**config.mk**
```make
export PLATFORM = sky130hd
export DESIGN_NAME = survivor_traceback
export DESIGN_NICKNAME = d
export VERILOG_FILES = /design/src/rtl/tb_pkg.sv /design/src/rtl/survivor_traceback.sv
export SDC_FILE = /design/constraint.sdc
export NUM_CORES = 1
export LEC_CHECK = 0
export CORE_ASPECT_RATIO = 0.5
export CORE_MARGIN = 4
export CORE_UTILIZATION = 25
export DETAILED_ROUTE_END_ITERATION = 16
export GPL_TIMING_DRIVEN = 0
export HOLD_SLACK_MARGIN = 0.1
export PLACE_DENSITY = 0.49
export SLEW_MARGIN = 0
export SYNTH_ARGS = -nofsm -noshare
export SYNTH_HDL_FRONTEND = slang
export SYNTH_SLANG_ARGS = --single-unit
export TNS_END_PERCENT = 5
```
**constraint.sdc**
```tcl
create_clock -name clk -period 1.65 [get_ports clk]
set_input_delay 0.33 -clock clk [delete_from_list [all_inputs] [get_ports clk]]
set_output_delay 0.33 -clock clk [all_outputs]
set_load 0.02 [all_outputs]
```
**src/rtl/tb_pkg.sv**
```systemverilog
// Shared survivor-memory constants and traceback FSM encoding, used by both the
// survivor memory writer and the traceback reader.
package tb_pkg;

   localparam int DEF_NROWS     = 64;
   localparam int DEF_ADDR_BITS = 6;
   localparam int DEF_NBITS     = 4;

   typedef enum logic [1:0] {
      ST_IDLE = 2'd0,
      ST_RUN  = 2'd1,
      ST_DONE = 2'd2
   } tb_state_t;

endpackage

```
**src/rtl/survivor_traceback.sv**
```systemverilog
// Survivor-memory traceback: walks TB_LEN rows backwards from last_addr, following
// the survivor path from best_state, and emits the oldest DEC_LEN decisions.
module survivor_traceback
   import tb_pkg::*;
#(
   parameter int NROWS     = DEF_NROWS,
   parameter int ADDR_BITS = DEF_ADDR_BITS,
   parameter int NBITS     = DEF_NBITS,
   parameter int TB_LEN    = 32,
   parameter int DEC_LEN   = 8
) (
   input  logic                 clk,
   input  logic                 rst,
   input  logic                 start,
   input  logic [ADDR_BITS-1:0] last_addr,
   input  logic [1:0]           best_state,
   output logic                 ram_cs,
   output logic                 ram_rws,
   output logic [ADDR_BITS-1:0] ram_cr,
   output logic [NBITS-1:0]     ram_i,
   input  logic [NBITS-1:0]     ram_o,
   output logic                 busy,
   output logic                 dec_valid,
   output logic                 dec_bit,
   output logic                 done
);

   localparam int KW = $clog2(TB_LEN + 1);
   localparam logic [KW-1:0]        K_LAST = KW'(TB_LEN - 1);
   localparam logic [KW-1:0]        K_DEC  = KW'(TB_LEN - DEC_LEN);
   localparam logic [ADDR_BITS-1:0] A_WRAP = ADDR_BITS'(NROWS - 1);

   tb_state_t              state_reg, state_next;
   logic [KW-1:0]          k_reg, k_next;
   logic [ADDR_BITS-1:0]   a_reg, a_next;
   logic [1:0]             s_reg, s_next;
   logic                   dec_bit_reg, dec_bit_next;
   logic                   dec_valid_reg, dec_valid_next;
   logic                   surv_bit;

   // Survivor decision for the state currently being traced.
   assign surv_bit = ram_o[s_reg];

   always_ff @(posedge clk) begin
      if (rst) begin
         state_reg     <= ST_IDLE;
         k_reg         <= '0;
         a_reg         <= '0;
         s_reg         <= '0;
         dec_bit_reg   <= 1'b0;
         dec_valid_reg <= 1'b0;
      end else begin
         state_reg     <= state_next;
         k_reg         <= k_next;
         a_reg         <= a_next;
         s_reg         <= s_next;
         dec_bit_reg   <= dec_bit_next;
         dec_valid_reg <= dec_valid_next;
      end
   end

   always_comb begin
      state_next     = state_reg;
      k_next         = k_reg;
      a_next         = a_reg;
      s_next         = s_reg;
      dec_bit_next   = dec_bit_reg;
      dec_valid_next = 1'b0;

      case (state_reg)
         ST_IDLE: begin
            if (start) begin
               state_next = ST_RUN;
               k_next     = '0;
               a_next     = last_addr;
               s_next     = best_state;
            end
         end
         ST_RUN: begin
            s_next = {s_reg[0], surv_bit};
            // Explicit wrap keeps the walk inside the memory when NROWS is not a power of two.
            a_next = (a_reg == '0) ? A_WRAP : a_reg - ADDR_BITS'(1);
            k_next = k_reg + KW'(1);
            if (k_reg >= K_DEC) begin
               dec_bit_next   = s_reg[1];
               dec_valid_next = 1'b1;
            end
            if (k_reg == K_LAST) begin
               state_next = ST_DONE;
            end
         end
         ST_DONE: begin
            state_next = ST_IDLE;
         end
         default: begin
            state_next = ST_IDLE;
         end
      endcase
   end

   assign ram_cs    = (state_reg == ST_RUN);
   assign ram_cr    = (state_reg == ST_RUN) ? a_reg : '0;
   assign ram_rws   = 1'b0;
   assign ram_i     = '0;
   assign busy      = (state_reg != ST_IDLE);
   assign done      = (state_reg == ST_DONE);
   assign dec_valid = dec_valid_reg;
   assign dec_bit   = dec_bit_reg;

endmodule

```
==> impl_metrics.tcl <==
set metrics [dict create \
    synth_adder_area_share 0.0470 \
    cap_violations 0 \
    worst_path_max_delay_cell "dfxtp_4" \
    cp.required_ns 1.32 \
    dp.cells 210 \
    syn_inst 127 \
    coreArea_sq_um 4000 \
    cts_made_buffers 3 \
    grt_start_max_net_pins 11 \
    p_seq_frac 0.430 \
    path_cells "nand2b_4 -> inv_4 -> buf_8 -> and2_4 -> buf_6" \
    critPathKind "flop to output port" \
    synth-main-ff-cell "dfxtp_1" \
    use_met2 0.201 \
    p_sw_mw 0.323 \
    gr-total-overflow 0 \
    dieArea_sq_um 5430 \
    fin_crit_sh 0.963 \
    clockBufferDepth 2 \
    clockPowerShare 0.320 \
    fin_nets 184 \
    synth_cell_type_count 47 \
    final_core_util 0.375 \
    slew_headroom 0.643 \
    grt_first_pass_wirelength_microns 4570 \
    r2r_setup_slack_ns 0.07 \
    hold_start "dec_bit$_SDFFE_PP0P_" \
    synth_top_area_frac 0.338 \
    antenna_found_initial 0 \
    worstHoldPathType "flop to flop" \
    critPathLaunch "state_reg[1]$_SDFFE_PP0P_" \
    layout_common_cells "nor2_1 (18), dfxtp_1 (17), clkdlybuf4s50_1 (16)" \
    cp-endpoint "ram_cr[5]" \
    die_h_microns 54.1 \
    grt_pass1_vias 1013 \
    cts_hold_buf 0 \
    h-tree-depth 1 \
    ios 31 \
    syn_area_per_cell_sq_um 8.38 \
    synth_edf_count 0 \
    hold_slack_ns 0.485 \
    clock_skew_ns 0.00143 \
    rows 16 \
    p_int_mw 0.808 \
    port_buffers 25 \
    synth_top_family_by_area "compound AO/OA/AOI/OAI gates" \
    yosys.area.top_type "dfxtp_1" \
    synth_compound_area_frac 0.254 \
    track_usage 0.107 \
    ir_drop_v 0.000258 \
    async_flop_share 0 \
    cpPeakStageDelay_ns 0.38 \
    drv_slew 0 \
    ys_seq_area_frac 0.338 \
    num_antenna_cells 0 \
    synth_mux_area_frac 0.0529 \
    finalHoldViolations 0 \
    clk_pin_slew_ns 0.07 \
    finalSetupViolCount 0 \
    instances_no_fill 218 \
    powerDensity_nw_per_um2 753 \
    grt_busiest_layer "met2" \
    r2r_cells 6 \
    grt_util_met1 0.127 \
    insertion_delay_ns 0.25 \
    cp-end-kind "output port" \
    cp.arrival_ns 1.26 \
    syn_to_final_growth_pct 41.0 \
    power.share.switching 0.286 \
    drive_above_1_share 0.250 \
    ys_ff_latch 18 \
    antenna_left 0 \
    grtUsageMet3 0.0323 \
    tns_ns 0 \
    leakage_nw 0.595 \
    r2r_start "a_reg[0]$_SDFFE_PP0P_" \
    drc 0 \
    synthSimpleGateAreaFrac 0.204 \
    synth_area_leaders "dfxtp_1 (34%), nor2_1 (6.3%), ha_1 (4.7%)" \
    routed_wl_microns 2790 \
    period_needed_ns 1.59 \
    clock_sinks 18 \
    wl_per_cell_microns 12.8 \
    die_w_microns 100 \
    final_common_cell "nor2_1" \
    rsz0062_at_grt "yes" \
    syn_area_sq_um 1060 \
    fmax_mhz 629 \
    crit_path_max_fanout 8 \
    yosysWarnings 0 \
    synth_xor_area_frac 0 \
    worstMarginPinSlew_ns 0.531 \
    vias_per_cell 4.57 \
    hpwl_microns 2020 \
    start_util 0.266 \
    drt_iter0_markers 10 \
    vias 997 \
    place.gp.congestion 0.787 \
    status "finished clean" \
    cts_tree "done" \
    clockRootBuffer "clkbuf_8" \
    pwr-share-comb 0.251 \
    rr_endpoint "a_reg[3]$_SDFFE_PP0P_" \
    drtPass1Iterations 4 \
    critPathLaunchType "flop" \
]
-- worst max-delay path: cells and delay by family, from the launching register on --
family,cells,cell delay (ns)
buffers and inverters,3,0.29
DFF,1,0.38
and+or+nand+nor,2,0.34
-- through the flow --
| step | power [mW] | instance area [sq um] | setup WS [ns] |
|---|---|---|---|
| global placement | 0.766 | 1400 | -0.434 |
| finish | 1.13 | 1500 | 0.0614 |
| detailed placement | 0.765 | 1400 | -0.431 |
| floorplan | 0.668 | 1080 | 0.0960 |
| CTS | 1.13 | 1450 | -0.0898 |
| global route | 1.19 | 1500 | -0.0353 |
-- power groups by stage --
stage	registers (mW)	clock network (mW)	logic [mW]
after floorplan	0.489	0	0.179
after global routing	0.491	0.387	0.316
after detailed placement	0.496	0	0.270
final	0.486	0.362	0.284
after CTS	0.485	0.376	0.268
after global placement	0.496	0	0.269
-- logic make-up after synthesis --
family / count (synthesis)
other cells: 1
buf+inv: 20
mux: 4
simple gates: 44
flops: 18
fa+ha+maj: 4
compound gates: 36
-- Yosys cell counts (all sizes together), types with 2 or more instances --
cell     count
a2111oi      2
a211oi       4
a21oi        8
a221oi       2
a22oi        3
and2         3
buf         10
clkbuf       3
dfxtp       18
ha           4
inv          7
mux2         3
nand2        5
nand3        2
nor2        18
nor2b        3
nor3         4
o21ai        4
o21ba        2
o21bai       2
o2bb2ai      2
or3          2
-- worst min path at each step --
stage | to | slack [ns] | depth (start not counted)
final | dec_bit$_SDFFE_PP0P_ | 0.49 | 2
after global routing | state_reg[1]$_SDFFE_PP0P_ | 0.51 | 1
after global placement | dec_bit$_SDFFE_PP0P_ | 0.47 | 2
after detailed placement | dec_bit$_SDFFE_PP0P_ | 0.48 | 2
after floorplan | dec_bit$_SDFFE_PP0P_ | 0.45 | 2
after CTS | dec_bit$_SDFFE_PP0P_ | 0.49 | 2
-- per-layer routing --
metal	part of all wire	wire length (microns)
met1	0.46	1290
met5	0	0
met3	0.041	115
met4	0	0
met2	0.50	1380
-- layout make-up --
cell class	count	area (sq um)
buffer	11	85.1
clock buffer	4	55.1
fill	444	2500
inverter	7	28.8
multi-input combinational	93	629
sequential	18	364
tap	54	67.6
timing repair buffer	31	272
-- timing repair --
item                                    in CTS  in global routing
endpoints found under the hold margin        0                  0
endpoints found under the setup margin      12                 14
resized for setup                           38                 14
setup buffers                                0                  6
(Power assumes the default switching activity.)
==> RTL edit, RTL diff (same flow settings) <==
Add an input register stage for `start`, `last_addr`, `best_state` and `ram_o`; this delays them by one clock.
--- a/src/rtl/survivor_traceback.sv
+++ b/src/rtl/survivor_traceback.sv
@@ -30,6 +30,18 @@
    localparam logic [KW-1:0]        K_DEC  = KW'(TB_LEN - DEC_LEN);
    localparam logic [ADDR_BITS-1:0] A_WRAP = ADDR_BITS'(NROWS - 1);
 
+   logic start_q;
+   logic [ADDR_BITS-1:0] last_addr_q;
+   logic [1:0] best_state_q;
+   logic [NBITS-1:0] ram_o_q;
+
+   always_ff @(posedge clk) begin
+      start_q      <= start;
+      last_addr_q  <= last_addr;
+      best_state_q <= best_state;
+      ram_o_q      <= ram_o;
+   end
+
    tb_state_t              state_reg, state_next;
    logic [KW-1:0]          k_reg, k_next;
    logic [ADDR_BITS-1:0]   a_reg, a_next;
@@ -39,7 +51,7 @@
    logic                   surv_bit;
 
    // Survivor decision for the state currently being traced.
-   assign surv_bit = ram_o[s_reg];
+   assign surv_bit = ram_o_q[s_reg];
 
    always_ff @(posedge clk) begin
       if (rst) begin
@@ -69,11 +81,11 @@
 
       case (state_reg)
          ST_IDLE: begin
-            if (start) begin
+            if (start_q) begin
                state_next = ST_RUN;
                k_next     = '0;
-               a_next     = last_addr;
-               s_next     = best_state;
+               a_next     = last_addr_q;
+               s_next     = best_state_q;
             end
          end
          ST_RUN: begin
Check against the original RTL: not equivalent (a bounded check fails within 4 cycles, from zero or initial values and one cycle with rst high).
==> RTL edit against the original RTL <==
  * The flow now finishes with violations (setup timing)
  * Synthesized cell count grew 12%
  * Via count grew 9.0%
  * Area after synthesis grew 24%
  * Count of clock-buffer cells in the layout grew 4
  * Worst setup slack lost 0.068 ns
  * Cell count grew 14%
  * Clock power grew 80%
  * Critical path depth grew 1
  * First-iteration DRC count grew to 5.4 times the old value
  * Wire length grew 7.4%
  * Sequential cell count grew 13
  * Power grew 55%
  * Final area grew 19%
  * Critical path type unchanged
  * Largest power group unchanged
==> RTL edit: results (changes against the original RTL) <==
Seq/Total Area, Yosys: 46.88% (+13 points)
final worst slack: -0.006936 ns (-0.06834 ns)
M3 GR Usage: 2.854% (-0.38 points)
final hold slack: 0.4840 ns (-0.001479 ns)
DR vias: 1087 (+9.0%)
Synth area leaders: dfxtp_1 (47%), nor2_1 (5.4%), buf_4 (4.0%), a21oi_1 (3.8%), ha_1 (3.8%)
number of CTS-inserted buffers: 5 (+2)
setup violators final: 1 (+1)
Place WS: -0.2878 ns (+0.1435 ns)
Compound-Gate Fraction of Synth Area: 18.62% (-6.8 points)
Placer Congestion: 0.7545 (-4.2%)
failing checks: setup timing
CTS H-tree depth: 2 (+1)
DRT iter0 DRCs: 54 (+44)
first-pass GRT wire length: 5168 µm (+13%)
status: finished with violations
register area: 620.6 µm² (+70%)
Via-to-Cell Ratio: 4.365 (-4.5%)
P_sw: 0.0004515 W (+40%)
hold endpoint: a_reg[3]
setup TNS: -0.006936 ns (-0.006936 ns)
Mean Syn Cell Area: 9.322 µm² (+11%)
Post-DP Area: 1667 µm² (+19%)
FILL cells: 523 (+18%)
critical path arrival: 1.33 ns (+0.07 ns)
Pleak: 0.7191 nW (+21%)
synth unique cells: 41 (-13%)
Overall Global Routing Usage: 10.04% (-0.69 points)
R2R Path End: a_reg[2]
CP max FO: 10 (+2)
fin nets: 197 (+7.1%)
## RTL edit: cell count changes after synthesis, moves of 2 or more
cell / change
dfxtp_1: +13
inv_1: +3
a211oi_1: +2
a21oi_1: +2
buf_2: -2
buf_4: +2
nor2b_1: -2
nor3_1: +2
o21ai_1: +2
o21bai_1: -2
## RTL edit: final cells by class
class | instances | share of cell area [%]
inverters | 10 | 2.239
repair buffers | 25 | 12.53
well taps | 70 | 4.899
clock buffers | 8 | 5.598
flip-flops and latches | 31 | 34.71
plain buffers | 12 | 5.318
multi-input cells | 93 | 34.71
## RTL edit: power groups by stage
stage / logic [W] / clock network [W] / registers [W]
global placement: 0.000261 / 0 / 0.000841
CTS: 0.000261 / 0.000675 / 0.000824
floorplan: 0.000175 / 0 / 0.000833
finish: 0.000277 / 0.000652 / 0.000827
global route: 0.000310 / 0.000713 / 0.000832
detailed placement: 0.000262 / 0 / 0.000841
## RTL edit: cells by family after synthesis
family,count (synthesis)
mux,4
buf+inv,22
simple gates,44
flops,31
other cells,1
fa+ha+maj,4
compound gates,36
## RTL edit: worst max-delay path, cell delays in order (launching register included)
cell and delay, ns:
dfxtp_1 0.32, buf_6 0.11, nand2b_4 0.07, buf_6 0.15, buf_8 0.14, nor2_1 0.09
buf_4 0.15
## RTL edit: repair_timing
| action | in CTS | in global routing |
|---|---|---|
| setup endpoints to repair | 9 | 10 |
| resized for setup | 32 | 16 |
| endpoints found under the hold margin | 0 | 0 |
| buffers inserted | 0 | 1 |
## RTL edit: layer usage
metal	share of wire (%)	wire length [µm]
met1	49	1461
met2	46	1370
met3	3.8	114
met4	1.6	47
met5	0	0
